File: src/rtl/alarm_mode_fsm_if.sv
// Keypad/button inputs and control outputs of the alarm clock mode controller.
// The FSM uses the slave view; whatever drives the keypad uses the master view.
interface alarm_mode_fsm_if;
    logic       one_second;
    logic [3:0] key;
    logic       alarm_button;
    logic       time_button;
    logic       fast_button;
    logic       shift;
    logic       load_new_a;
    logic       load_new_c;
    logic       reset_count;
    logic       show_new_time;
    logic       show_a;
    logic       fast_watch;

    modport master (
        output one_second, key, alarm_button, time_button, fast_button,
        input  shift, load_new_a, load_new_c, reset_count, show_new_time, show_a, fast_watch
    );

    modport slave (
        input  one_second, key, alarm_button, time_button, fast_button,
        output shift, load_new_a, load_new_c, reset_count, show_new_time, show_a, fast_watch
    );
endinterface

File: src/rtl/alarm_mode_fsm.sv
// Keypad/mode controller: sequences digit entry, alarm/current-time loads, display
// selection and the keypad inactivity timeout. Outputs are registered (Moore).
module alarm_mode_fsm #(
    parameter int         TIMEOUT_SEC = 10,
    parameter logic [3:0] NOKEY       = 4'd10
) (
    input logic              clock,
    input logic              reset,
    alarm_mode_fsm_if.slave  bus
);
    localparam int TW = $clog2(TIMEOUT_SEC + 1);
    localparam logic [TW-1:0] TMO_LAST = TW'(TIMEOUT_SEC - 1);
    localparam logic [TW-1:0] TMO_MAX  = TW'(TIMEOUT_SEC);

    typedef enum logic [2:0] {
        SHOW_TIME        = 3'd0,
        KEY_STORED       = 3'd1,
        KEY_WAIT         = 3'd2,
        KEY_ENTRY        = 3'd3,
        SHOW_ALARM       = 3'd4,
        SET_ALARM_TIME   = 3'd5,
        SET_CURRENT_TIME = 3'd6
    } state_t;

    state_t        state;
    state_t        next_state;
    logic [TW-1:0] tmo_cnt;
    logic          in_entry;
    logic          timeout;
    logic          shift_q;
    logic          load_new_a_q;
    logic          load_new_c_q;
    logic          reset_count_q;
    logic          show_new_time_q;
    logic          show_a_q;
    logic          fast_watch_q;

    assign in_entry = (state == KEY_WAIT) || (state == KEY_ENTRY);
    assign timeout  = in_entry && (tmo_cnt == TMO_LAST) && bus.one_second;

    // Priority inside each state: timeout, alarm_button, time_button, new key.
    always_comb begin
        next_state = SHOW_TIME;
        case (state)
            SHOW_TIME: begin
                if (bus.alarm_button)      next_state = SHOW_ALARM;
                else if (bus.key != NOKEY) next_state = KEY_STORED;
                else                       next_state = SHOW_TIME;
            end
            KEY_STORED: next_state = KEY_WAIT;
            KEY_WAIT: begin
                if (timeout)               next_state = SHOW_TIME;
                else if (bus.key == NOKEY) next_state = KEY_ENTRY;
                else                       next_state = KEY_WAIT;
            end
            KEY_ENTRY: begin
                if (timeout)               next_state = SHOW_TIME;
                else if (bus.alarm_button) next_state = SET_ALARM_TIME;
                else if (bus.time_button)  next_state = SET_CURRENT_TIME;
                else if (bus.key != NOKEY) next_state = KEY_STORED;
                else                       next_state = KEY_ENTRY;
            end
            SHOW_ALARM:       next_state = bus.alarm_button ? SHOW_ALARM : SHOW_TIME;
            SET_ALARM_TIME:   next_state = SHOW_TIME;
            SET_CURRENT_TIME: next_state = SHOW_TIME;
            default:          next_state = SHOW_TIME;
        endcase
    end

    // Outputs are decoded from the next state so they line up with the state register.
    always_ff @(posedge clock or negedge reset) begin
        if (!reset) begin
            state           <= SHOW_TIME;
            tmo_cnt         <= '0;
            shift_q         <= 1'b0;
            load_new_a_q    <= 1'b0;
            load_new_c_q    <= 1'b0;
            reset_count_q   <= 1'b0;
            show_new_time_q <= 1'b0;
            show_a_q        <= 1'b0;
            fast_watch_q    <= 1'b0;
        end else begin
            state <= next_state;
            if (!in_entry)
                tmo_cnt <= '0;
            else if (bus.one_second && (tmo_cnt != TMO_MAX))
                tmo_cnt <= tmo_cnt + TW'(1);
            shift_q         <= (next_state == KEY_STORED);
            load_new_a_q    <= (next_state == SET_ALARM_TIME);
            load_new_c_q    <= (next_state == SET_CURRENT_TIME);
            reset_count_q   <= (next_state == SET_CURRENT_TIME);
            show_new_time_q <= (next_state == KEY_STORED) || (next_state == KEY_WAIT) ||
                               (next_state == KEY_ENTRY);
            show_a_q        <= (next_state == SHOW_ALARM);
            fast_watch_q    <= bus.fast_button && (next_state == SHOW_TIME);
        end
    end

    assign bus.shift         = shift_q;
    assign bus.load_new_a    = load_new_a_q;
    assign bus.load_new_c    = load_new_c_q;
    assign bus.reset_count   = reset_count_q;
    assign bus.show_new_time = show_new_time_q;
    assign bus.show_a        = show_a_q;
    assign bus.fast_watch    = fast_watch_q;
endmodule
File: src/flat_wrapper.sv
// flat-port wrapper written by rule: the top's interface ports become plain ports
module alarm_mode_fsm_flat 
#(
    parameter int         TIMEOUT_SEC = 10,
    parameter logic [3:0] NOKEY       = 4'd10
)
  (clock, reset, bus_one_second, bus_key, bus_alarm_button, bus_time_button, bus_fast_button, bus_shift, bus_load_new_a, bus_load_new_c, bus_reset_count, bus_show_new_time, bus_show_a, bus_fast_watch);
  alarm_mode_fsm_if bus_i ();
  input logic clock;
  input logic reset;
  input wire logic [$bits(bus_i.one_second)-1:0] bus_one_second;
  input wire logic [$bits(bus_i.key)-1:0] bus_key;
  input wire logic [$bits(bus_i.alarm_button)-1:0] bus_alarm_button;
  input wire logic [$bits(bus_i.time_button)-1:0] bus_time_button;
  input wire logic [$bits(bus_i.fast_button)-1:0] bus_fast_button;
  output wire logic [$bits(bus_i.shift)-1:0] bus_shift;
  output wire logic [$bits(bus_i.load_new_a)-1:0] bus_load_new_a;
  output wire logic [$bits(bus_i.load_new_c)-1:0] bus_load_new_c;
  output wire logic [$bits(bus_i.reset_count)-1:0] bus_reset_count;
  output wire logic [$bits(bus_i.show_new_time)-1:0] bus_show_new_time;
  output wire logic [$bits(bus_i.show_a)-1:0] bus_show_a;
  output wire logic [$bits(bus_i.fast_watch)-1:0] bus_fast_watch;
  assign bus_i.one_second = bus_one_second;
  assign bus_i.key = bus_key;
  assign bus_i.alarm_button = bus_alarm_button;
  assign bus_i.time_button = bus_time_button;
  assign bus_i.fast_button = bus_fast_button;
  assign bus_shift = bus_i.shift;
  assign bus_load_new_a = bus_i.load_new_a;
  assign bus_load_new_c = bus_i.load_new_c;
  assign bus_reset_count = bus_i.reset_count;
  assign bus_show_new_time = bus_i.show_new_time;
  assign bus_show_a = bus_i.show_a;
  assign bus_fast_watch = bus_i.fast_watch;
  alarm_mode_fsm #(.TIMEOUT_SEC(TIMEOUT_SEC), .NOKEY(NOKEY)) u_core (.clock(clock), .reset(reset), .bus(bus_i));
endmodule
File: config.mk
export PLATFORM = sky130hd
export DESIGN_NAME = alarm_mode_fsm_flat
export DESIGN_NICKNAME = d
export VERILOG_FILES = /design/src/rtl/alarm_mode_fsm_if.sv /design/src/rtl/alarm_mode_fsm.sv /design/src/flat_wrapper.sv
export SDC_FILE = /design/constraint.sdc
export NUM_CORES = 1
export LEC_CHECK = 0
export ABC_AREA = 1
export ABC_CLOCK_PERIOD_IN_PS = 1440
export CAP_MARGIN = 15
export CORE_MARGIN = 2
export CORE_UTILIZATION = 48
export DETAILED_ROUTE_END_ITERATION = 10
export PLACE_DENSITY_LB_ADDON = 0.12
export SLEW_MARGIN = 20
export SYNTH_ARGS = -nofsm -noshare
export SYNTH_HDL_FRONTEND = slang
export SYNTH_SLANG_ARGS = --single-unit
File: constraint.sdc
create_clock -name clock -period 1.44 [get_ports clock]
set_clock_uncertainty 0.05 [all_clocks]
set_input_delay 0.216 -clock clock [delete_from_list [all_inputs] [get_ports clock]]
set_output_delay 0.216 -clock clock [all_outputs]
set_load 0.02 [all_outputs]
# == Yosys cells after proc, flatten, opt, wreduce, memory -nomap -nowiden ==
# Cells that the tools add are included.
# classes
addsub,1
mul,0
div,0
order_cmp,0
n_eq_ne,15
shifts,0
mux,12
bitwise_logic,0
reduce_logical,9
# op_table
operator,count
3-bit 2-to-1 mux,6
3-bit one-hot mux with 5 select lines,1
"3-bit by 2-bit equality test with 1-bit output, second input constant",4
"3-bit equality test, second input constant",4
"4-bit equality test, second input constant",2
4-bit 2-to-1 mux,2
"4-bit inequality test, second input constant",2
"3-bit by 1-bit equality test with 1-bit output, second input constant",2
3-bit logical NOT,2
"4-bit by 1-bit adder with 4-bit output, second input constant",1
1-bit logical AND,4
1-bit logical OR,3
1-bit 2-to-1 mux,2
2-bit 2-to-1 mux,1
"2-bit inequality test, second input constant",1
# word_totals
reg_bits,13
latchBits,0
ramBits,0
mem_bits_ro,0
input_bits,10
wordCells,45
mem_count,0

# == Longest topological paths before layout ==
# logic_depth
word_depth,9
ltp_mapped,10
mapped_depth_nobuf,10

# == Worst setup path before layout ==
# Ideal clock, no wire load.
# synth_path
kind,register to register
from,reg u_core.tmo_cnt[1]
to,reg u_core.fast_watch_q (netlist: u_core.bus.fast_watch)
setup_ns,0.071
t_arrival_ns,1.195
setup_slack_ns,0.124
stages_incl_launch_ff,11
path_buffers,0
path_cell_list,dfrtp_1 inv_1 ha_1 nand2_1 inv_1 nand2_4 nand3_1 nand2_1 nor2_1 nand2_1 nor2_1
# synth_via
elab_chain_cells,7
# synth_rtl
item,line_no,text
start: declaration,alarm_mode_fsm.sv:27,logic [TW-1:0] tmo_cnt;
start signal: assignment,alarm_mode_fsm.sv:87,tmo_cnt <= tmo_cnt + TW'(1);
4-bit equality test (*),alarm_mode_fsm.sv:39,assign timeout = in_entry && (tmo_cnt == TMO_LAST) && bus.one_second;
1-bit logical AND (*) (2 in a row),alarm_mode_fsm.sv:39,
3-bit 2-to-1 mux (on tied branches),"alarm_mode_fsm.sv:57, alarm_mode_fsm.sv:52",
3-bit one-hot mux with 5 select lines (*),alarm_mode_fsm.sv:44,case (state)
3-bit logical NOT (*),alarm_mode_fsm.sv:95,fast_watch_q <= bus.fast_button && (next_state == SHOW_TIME);
1-bit logical AND (*),alarm_mode_fsm.sv:95,
end signal: assignment,alarm_mode_fsm.sv:95,
end: declaration,alarm_mode_fsm.sv:36,logic fast_watch_q;
# Every way passes the cells marked *; elsewhere a longest branch is shown, timed or not.
# A chain may end at the register's enable or synchronous reset.

# == Worst setup path after layout ==
# layout_path
from,reg u_core.tmo_cnt[1]
to,reg u_core.show_new_time_q (netlist: u_core.bus.show_new_time)
# layout_via
elab_chain_cells,8
# layout_rtl
item,line_no,text
4-bit equality test (*),alarm_mode_fsm.sv:39,
1-bit logical AND (*) (2 in a row),alarm_mode_fsm.sv:39,
3-bit 2-to-1 mux (on tied branches),"alarm_mode_fsm.sv:57, alarm_mode_fsm.sv:52",
3-bit one-hot mux with 5 select lines (*),alarm_mode_fsm.sv:44,
named net u_core.next_state[1],alarm_mode_fsm.sv:26,state_t next_state;
3-bit by 1-bit equality test with 1-bit output or 3-bit by 2-bit equality test with 1-bit output (tied branches),alarm_mode_fsm.sv:92,show_new_time_q <= (next_state == KEY_STORED) || (next_state == KEY_WAIT) ||
1-bit logical OR,alarm_mode_fsm.sv:92,
1-bit logical OR (*),alarm_mode_fsm.sv:92,
end signal: assignment,alarm_mode_fsm.sv:92,
end: declaration,alarm_mode_fsm.sv:34,logic show_new_time_q;
# The timed path passes the listed nets; every way through them passes the cells marked *.

==> results.toml <==
[timing]
period_needed_ns = 1.37
slew_headroom_pct = 84.6
slew_violations = 0
final-hold-violation-count = 0
fmax_mhz = 731
rsz0062_at_grt = "yes"
worstMarginPinSlew_ns = 0.231
setup_viol = 0
fin_crit_sh_pct = 95.0

[route]
ant_nets = 0
dr.pass1.iters = 4
first_iter_violations = 8
drc = 0
wl_per_cell_um = 10.6
vias_per_cell = 4.88
via_count = 693
routed_wl_um = 1500

[floorplanning]
die-height_um = 43.6
die_w_um = 43.6
die_area_um2 = 1900
fp-row-count = 14
io_pins = 17
core-area_um2 = 1490
initial_utilization_pct = 50.5

[yosys]
syn_area_um2 = 752
synthArstFlopShare_pct = 100
synth_top_area_cell = "dfrtp_1"
yosysWarnings = 0
synth_area_leaders = "dfrtp_1 43%, nand2_1 11%, nor2_1 9.5%"
synth-seq-cells = 13
synthesis.instances = 102
synth_commonest_cells = "23 x nand2_1, 19 x nor2_1, 17 x inv_1, 13 x dfrtp_1, 8 x nand3_1"
synth_edf_count = 0
postSynthAreaPerCell_um2 = 7.37
yosysSeqAreaShare_pct = 43.3
synth_ff_type = "dfrtp_1"
syn-num-nets = 115
yosysMostFrequentCell = "nand2_1"
synth_cell_types = 18
synth_top_area_share_pct = 43.3

[layout]
drive_gt1_share_pct = 26.2
diodes = 0
fin_util_pct = 70.6
nets = 140
final_area_um2 = 1050
syn_to_final_growth_pct = 39.8

[status]
status = "completed"

[grt]
grt_util_all_layers_pct = 16.1
grt_max_degree = 14
grt_pass1_vias = 626
antenna_found_initial = 0
grt_pass1_wl_um = 2390
overflow = 0

[place]
portBuffers = 16
gp_congestion = 0.801
postPlaceCellArea_um2 = 947
place_hpwl_um = 1180

[setup_path]
cp_num_buf_inv = 2
crit_family = "flip-flops"
cp.arrival_ns = 1.48
worst-setup-path-type = "register to register"
worstPathMaxFanout = 5
cp-start-kind = "register"
critPathSlowestCell = "dfrtp_1"
worstSetupEndpointType = "register"
path_cells = "inv_2 -> ha_4 -> nand2_2 -> inv_2 -> nand2_4 -> a21oi_2 -> nand2_1 -> nor2_1 -> nor2_1"
cp_slowest_stage_delay_ns = 0.40
required_ns = 1.55

[cts]
clock_latency_ns = 0.26
path_clk_slew_ns = 0.07
cts_root_buf = "clkbuf_4"
cts_tree = "built"
cts-htree-levels = 1
cts_made_buffers = 3
clockBufferDepth = 2
clock-sinks = 13

[flow_run]
maxCapViolCount = 0

[power_and_ir_drop]
p_leak_nw = 0.564
p_per_area_nw_per_um2 = 1330
finalPower_mw = 1.40
irDropWorstVdd_v = 0.000894

[min_path]
hold_path_class = "input port to asynchronous set/reset pin"
worst paths after layout:
kind                            slack (ns)               from  cells past startpoint                        to
worst max-delay path                  0.07  u_core.tmo_cnt[1]                      9  u_core.bus.show_new_time
worst min-delay path                  0.21              reset                      2     u_core.bus.load_new_c
worst max register to register        0.07  u_core.tmo_cnt[1]                      9  u_core.bus.show_new_time
worst min register to register        0.58  u_core.tmo_cnt[3]                      2         u_core.tmo_cnt[3]
max in group asynchronous             0.98              reset                      2         u_core.bus.show_a
min in group clock                    0.47    bus_fast_button                      3     u_core.bus.fast_watch
registers in the layout, indices dropped and copies added (netlist names):
register and flops:
u_core.bus.show_new_time 1, u_core.tmo_cnt 4, u_core.bus.show_a 1, u_core.state 3, u_core.bus.fast_watch 1, u_core.bus.load_new_a 1
u_core.bus.load_new_c 1, u_core.bus.shift 1
placed cells by master, fill, tap and decap left out, types with 5 or more instances in the layout:
| master | netlist | layout |
|---|---|---|
| buf_4 | 1 | 5 |
| clkdlybuf4s50_1 | 0 | 9 |
| dfrtp_1 | 13 | 13 |
| dlygate4sd2_1 | 0 | 7 |
| inv_1 | 17 | 15 |
| nand2_1 | 23 | 19 |
| nand2_2 | 1 | 5 |
| nand3_1 | 8 | 6 |
| nor2_1 | 19 | 14 |
| nor2_2 | 0 | 5 |
layout make-up:
class	instances	area, um^2
fill	124	438
multi-input combinational	69	419
sequential	13	325
timing repair buffer	21	189
inverter	19	71.3
clock buffer	4	26.3
tap	16	20.0
logic make-up (layout without fill, tap and decap cells):
group / Yosys count / after routing / share of synthesized area (%)
simple gates: 60 / 60 / 37.3
flops: 13 / 13 / 43.3
compound gates: 6 / 6 / 3.99
buf+inv: 20 / 44 / 10.5
fa+ha+maj: 3 / 3 / 4.99
report_power, final:
| group | switching [mW] | internal, mW |
|---|---|---|
| Sequential | 0.0750 | 0.465 |
| Combinational | 0.397 | 0.251 |
| Clock | 0.100 | 0.107 |
| Total | 0.573 | 0.823 |
per-stage QoR:
stage | hold slack (ns) | setup TNS (ns) | setup WS [ns] | cells
finish | 0.207 | 0 | 0.0727 | 142
global route | 0.219 | -0.0278 | -0.00981 | 142
CTS | 0.215 | 0 | 0.0133 | 140
detailed placement | 0.496 | -0.404 | -0.0928 | 136
global placement | 0.485 | -0.250 | -0.0718 | 136
floorplan | -0.130 | 0 | 0.124 | 102
timing repair:
action | CTS | global route
cloned | 0 | 0
endpoints found under the setup margin | 7 | 9
pin swaps | 0 | 9
buffers inserted | 0 | 2
gates resized for setup | 7 | 21
hold buffers | 0 | 0
metal layers:
metal	global-route usage, %	wire length [um]
met1	20.6	683
met2	28.5	753
met3	3.75	62
met4	1.82	0
met5	0	0
Power figures use the tool's default switching activity.
